### config.mk
export PLATFORM = sky130hd
export DESIGN_NAME = tdm_demux4_flat
export DESIGN_NICKNAME = d
export VERILOG_FILES = /design/src/rtl/tdm_demux4_if.sv /design/src/rtl/tdm_demux4.sv /design/src/flat_wrapper.sv
export SDC_FILE = /design/constraint.sdc
export NUM_CORES = 1
export LEC_CHECK = 0
export BUFFER_PORTS_ARGS = -buffer_cell sky130_fd_sc_hd__buf_2
export CAP_MARGIN = 20
export CORE_AREA = 8 8 81 83
export DETAILED_ROUTE_END_ITERATION = 10
export DIE_AREA = 0 0 89 91
export HOLD_SLACK_MARGIN = 0.15
export PLACE_DENSITY_LB_ADDON = 0.25
export SLEW_MARGIN = 20
export SYNTH_ARGS = -nofsm -noshare
export SYNTH_HDL_FRONTEND = slang
export SYNTH_SLANG_ARGS = --single-unit
### constraint.sdc
create_clock -name clk -period 3.15 [get_ports clk]
set_input_delay 0.315 -clock clk [delete_from_list [all_inputs] [get_ports clk]]
set_output_delay 0.315 -clock clk [all_outputs]
set_load 0.02 [all_outputs]
### src/rtl/tdm_demux4_if.sv
// Bus bundle for the four-channel TDM demultiplexer: serial slot input side
// and registered per-channel output side.
interface tdm_demux4_if #(
  parameter int WIDTH = 8
);
  logic               in_valid;
  logic [WIDTH-1:0]   in_data;
  logic               frame_start;
  logic [4*WIDTH-1:0] out_d;
  logic               out_valid;
  logic [1:0]         slot;
  logic               frame_err;

  modport master (
    output in_valid,
    output in_data,
    output frame_start,
    input  out_d,
    input  out_valid,
    input  slot,
    input  frame_err
  );

  modport slave (
    input  in_valid,
    input  in_data,
    input  frame_start,
    output out_d,
    output out_valid,
    output slot,
    output frame_err
  );
endinterface

### src/rtl/tdm_demux4.sv
// Four-channel TDM demultiplexer: gathers four-slot frames into shadow registers
// and publishes them all at once, flagging early frame_start as misalignment.
module tdm_demux4 #(
  parameter int WIDTH = 8
) (
  input  logic           clk,
  input  logic           rst_n,
  tdm_demux4_if.slave    bus
);

  typedef enum logic {
    IDLE = 1'b0,
    RUN  = 1'b1
  } state_t;

  state_t                  state_q, state_d;
  logic [1:0]              slot_q, slot_d;
  logic [3:0][WIDTH-1:0]   sh_q, sh_d;
  logic [4*WIDTH-1:0]      out_d_q, out_d_d;
  logic                    out_valid_q, out_valid_d;
  logic                    frame_err_q, frame_err_d;

  always_ff @(posedge clk or negedge rst_n) begin
    if (!rst_n) begin
      state_q     <= IDLE;
      slot_q      <= 2'd0;
      sh_q        <= '0;
      out_d_q     <= '0;
      out_valid_q <= 1'b0;
      frame_err_q <= 1'b0;
    end else begin
      state_q     <= state_d;
      slot_q      <= slot_d;
      sh_q        <= sh_d;
      out_d_q     <= out_d_d;
      out_valid_q <= out_valid_d;
      frame_err_q <= frame_err_d;
    end
  end

  always_comb begin
    state_d     = state_q;
    slot_d      = slot_q;
    sh_d        = sh_q;
    out_d_d     = out_d_q;
    out_valid_d = 1'b0;
    frame_err_d = 1'b0;

    if (bus.in_valid) begin
      unique case (state_q)
        IDLE: begin
          // Beats without frame_start are dropped silently while hunting.
          if (bus.frame_start) begin
            sh_d[0] = bus.in_data;
            slot_d  = 2'd1;
            state_d = RUN;
          end
        end
        RUN: begin
          if (bus.frame_start) begin
            // Resync: the partial frame is abandoned, this beat becomes slot 0.
            frame_err_d = 1'b1;
            sh_d[0]     = bus.in_data;
            slot_d      = 2'd1;
          end else begin
            sh_d[slot_q] = bus.in_data;
            slot_d       = slot_q + 2'd1;
            if (slot_q == 2'd3) begin
              // Channel 3 comes straight from the live beat so there is no extra cycle.
              out_d_d     = {bus.in_data, sh_q[2], sh_q[1], sh_q[0]};
              out_valid_d = 1'b1;
              state_d     = IDLE;
            end
          end
        end
        default: state_d = IDLE;
      endcase
    end
  end

  assign bus.out_d     = out_d_q;
  assign bus.out_valid = out_valid_q;
  assign bus.slot      = slot_q;
  assign bus.frame_err = frame_err_q;

endmodule

### src/flat_wrapper.sv
// flat-port wrapper written by rule: the top's interface ports become plain ports
module tdm_demux4_flat 
#(
  parameter int WIDTH = 8
)
  (clk, rst_n, bus_in_valid, bus_in_data, bus_frame_start, bus_out_d, bus_out_valid, bus_slot, bus_frame_err);
  tdm_demux4_if #(.WIDTH(WIDTH)) bus_i ();
  input  logic clk;
  input  logic rst_n;
  input wire logic [$bits(bus_i.in_valid)-1:0] bus_in_valid;
  input wire logic [$bits(bus_i.in_data)-1:0] bus_in_data;
  input wire logic [$bits(bus_i.frame_start)-1:0] bus_frame_start;
  output wire logic [$bits(bus_i.out_d)-1:0] bus_out_d;
  output wire logic [$bits(bus_i.out_valid)-1:0] bus_out_valid;
  output wire logic [$bits(bus_i.slot)-1:0] bus_slot;
  output wire logic [$bits(bus_i.frame_err)-1:0] bus_frame_err;
  assign bus_i.in_valid = bus_in_valid;
  assign bus_i.in_data = bus_in_data;
  assign bus_i.frame_start = bus_frame_start;
  assign bus_out_d = bus_i.out_d;
  assign bus_out_valid = bus_i.out_valid;
  assign bus_slot = bus_i.slot;
  assign bus_frame_err = bus_i.frame_err;
  tdm_demux4 #(.WIDTH(WIDTH)) u_core (.clk(clk), .rst_n(rst_n), .bus(bus_i));
endmodule
==> metrics.md <==
| Metric | Value |
|---|---|
| Status | finished, final reports clean |
| Setup violators final | 0 |
| H-tree Lvls | 3 |
| Period utilisation layout | 64.46% |
| Core Rows | 27 |
| Clk pwr share | 20.6% |
| Rel. slew slack | 45.26% |
| CP Class | flop to flop |
| Cell Pwr Density | 992.1 nW/um2 |
| Largest net degree at the start of global routing | 47 |
| Share of layout cells above drive strength 1 | slightly above 50% |
| Mapped cell area | 2575 um2 |
| Hold Path Class | primary input to flop |
| R2r worst-path depth | 3 |
| Nets | around 230 |
| Drt total wl | 4.800 mm |
| Slowest-stage cell, CP | nand4b_4 |
| Postcts setup bufs | 0 |
| DRT Pass-1 Iters | 4 |
| Antenna cell count | 0 |
| Layout filler cell count | 470 |
| Worst Hold Endpoint | u_core.bus.out_d[29] |
| Sequential fraction of the synthesis area | 59.28% |
| Dpl ws | 1097 ps |
| Hold buffers post-CTS | 0 |
| CP cell instances | ha_1, nand4b_4, mux2_4 |
| CP required | 3360 ps |
| I/O Buffers | 47 |
| Initial antenna violation count | 0 |
| RSZ-0062 raised after global routing | no |
| Setup TNS | 0 ps |
| Area grow syn2layout | 17.83% |
| Post-route setup slack | approximately 1100 ps |
| Largest fanout on the critical path | 33 |
| Vias in the first global route | 1549 |
| Worst setup SP type | flop |
| Iter 0 DRT Violations | 63 |
| Syn_nets | around 180 |
| Hold depth | 2 |
| Maximum vdd drop | ~470 uV |
| CTS resizes | 0 |
| Area of the multi-input gates | 934.6 um2 |
| Cells after synthesis | approximately 170 |
| Worst-Margin Slew | 819.8 ps |
| Routed vias/inst | about 5 |
| Worst Skew | ~6.4 ps |
| Critical Path AT | 2240 ps |
| Register share of total power | ~44% |
| P_leak | 1.631 nW |
| Max cap viols | 0 |
| R2r setup slk | 1120 ps |
| Slew Limit Fails | 0 |
| # IOs | 48 |
| Final Hold Vio Count | 0 |
| Gr ovfl total | 0 |
| CTS tree | built |
| Reg area | 1526 um2 |
| Kind of end point of the critical path | flop |
| Switching Power | 1.018 mW |
| Die Ht | 91 um |
| Placer Congestion | 0.6676 |
| Die width | 89 um |
| Commonest non-fill, non-tap cell in the layout | dfrtp_1 |
| CTS clk-pin slew, worst paths | 70 ps |
| All-layer global routing usage | 12.87% |
| Initial Util | 48.24% |
| DRC viols | 0 |
| Via count | roughly 1500 |
| Die ar. | 8099 um2 |
| Worst r2r dst | u_core.bus.out_d[28] |
| Sw Share | 33.81% |
| Slowest Stage Delay on Critical Path | 660 ps |
| First-pass GRT wire length | 7.976 mm |
| ANT nets after route | 0 |
| Syn_area_per_cell | 15.61 um2 |
| Worst R2R Start | u_core.bus.slot[0] |
| Hold Path Origin | bus_in_data[5] |
| Most frequent cells in the layout | dfrtp_1, buf_2, mux2_4 |
| Synth cell types | 23 |
| Clock buffer depth | 2 |
| Core Area | 5338 um2 |
| Synthesized flop and latch total | 61 |
| Clk Latency, worst-skew pair | about 330 ps |
| Combinational power share | 35.2% |
| DP Wirelength | 3.255 mm |
| Final Critical Period | 2031 ps |
| CTS root buf | clkbuf_8 |
| Cts bufs inserted | 9 |
| Drt wl/cell | 16.33 um |
| Clk sink count | 61 |
| Yosys warning count | 0 |
| Pint | between 1.5 and 2 mW |
| Max Clk Rate | 0.4925 GHz |
metrics by stage:
stage	power, mW	instances	hold slack, ps	instance area (um2)	util [%]
after floorplan	2.091	165	19.41	2575	-
after global placement	2.400	277	482.7	2843	53.26
after detailed placement	2.423	277	489.1	2843	53.26
after CTS	3.048	293	182.0	3022	56.61
after global routing	3.193	294	267.9	3034	56.84
final	3.010	294	269.3	3034	56.84
worst max-delay path: cells and delay by family, from the launching register on:
family                   cells  cell delay, ps
flip-flops                   1             440
multiplexers                 1             550
AND/OR/NAND/NOR              1             660
adder cells (fa/ha/maj)      1             260
worst max-delay path by stage:
stage                                       to  slack (ps)                from
final                     u_core.bus.out_d[28]        1120  u_core.bus.slot[0]
after global routing      u_core.bus.out_d[12]         980  u_core.bus.slot[0]
after CTS                 u_core.bus.out_d[28]        1080  u_core.bus.slot[0]
after detailed placement  u_core.bus.out_d[28]        1100  u_core.bus.slot[0]
after global placement     u_core.bus.out_d[8]        1140  u_core.bus.slot[0]
after floorplan            u_core.bus.out_d[0]        1620  u_core.bus.slot[0]
metal layers:
metal / global-route usage [%] / share of wire [%]
met1: 17.41 / 47
met2: 18.37 / 44
met3: 3.423 / 7.4
met4: 6.657 / 1.2
met5: 0 / 0
cell type report:
cell class                 count  share of cell area [%]
clock inverter                 3                  0.6598
clock buffer                  13                   5.237
tap                           72                   2.969
inverter                      11                   1.361
timing repair buffer          50                   8.660
sequential                    61                   50.31
multi-input combinational     84                   30.80
power by group through the flow:
stage | clock network (mW) | registers, mW | logic (mW)
2_1_floorplan | 0 | 1.53 | 0.558
3_3_place_gp | 0 | 1.34 | 1.06
3_5_place_dp | 0 | 1.34 | 1.08
4_1_cts | 0.634 | 1.33 | 1.08
5_1_grt | 0.668 | 1.38 | 1.15
6_report | 0.621 | 1.33 | 1.06
synth_stat cells (all sizes together):
cell type,instances,area share [%]
a21o,1,0.29
a21oi,1,0.19
and2,1,0.24
and3,2,0.49
and4b,1,0.39
buf,7,2.5
clkbuf,2,0.29
dfrtp,61,59
ha,4,1.9
inv,11,1.6
mux2,48,25
nand2,9,1.3
nand3,1,0.19
nand4b,3,2.1
nor2,1,0.15
nor3,2,0.39
o221ai,1,0.34
o32ai,8,2.7
or3b,1,0.34
kinds of logic after synthesis:
family / share of synthesized area [%]
compound gates: 3.547
fa+ha+maj: 1.944
buf+inv: 4.421
flops: 59.28
mux: 25.22
simple gates: 5.588
state kept, by name (all words and copies together), names as in the netlist:
signal,flops
u_core.state_q,1
u_core.bus.out_d,32
u_core.bus.out_valid,1
u_core.bus.slot,2
u_core.sh_q,24
u_core.bus.frame_err,1
Power figures use the tool's default switching activity.
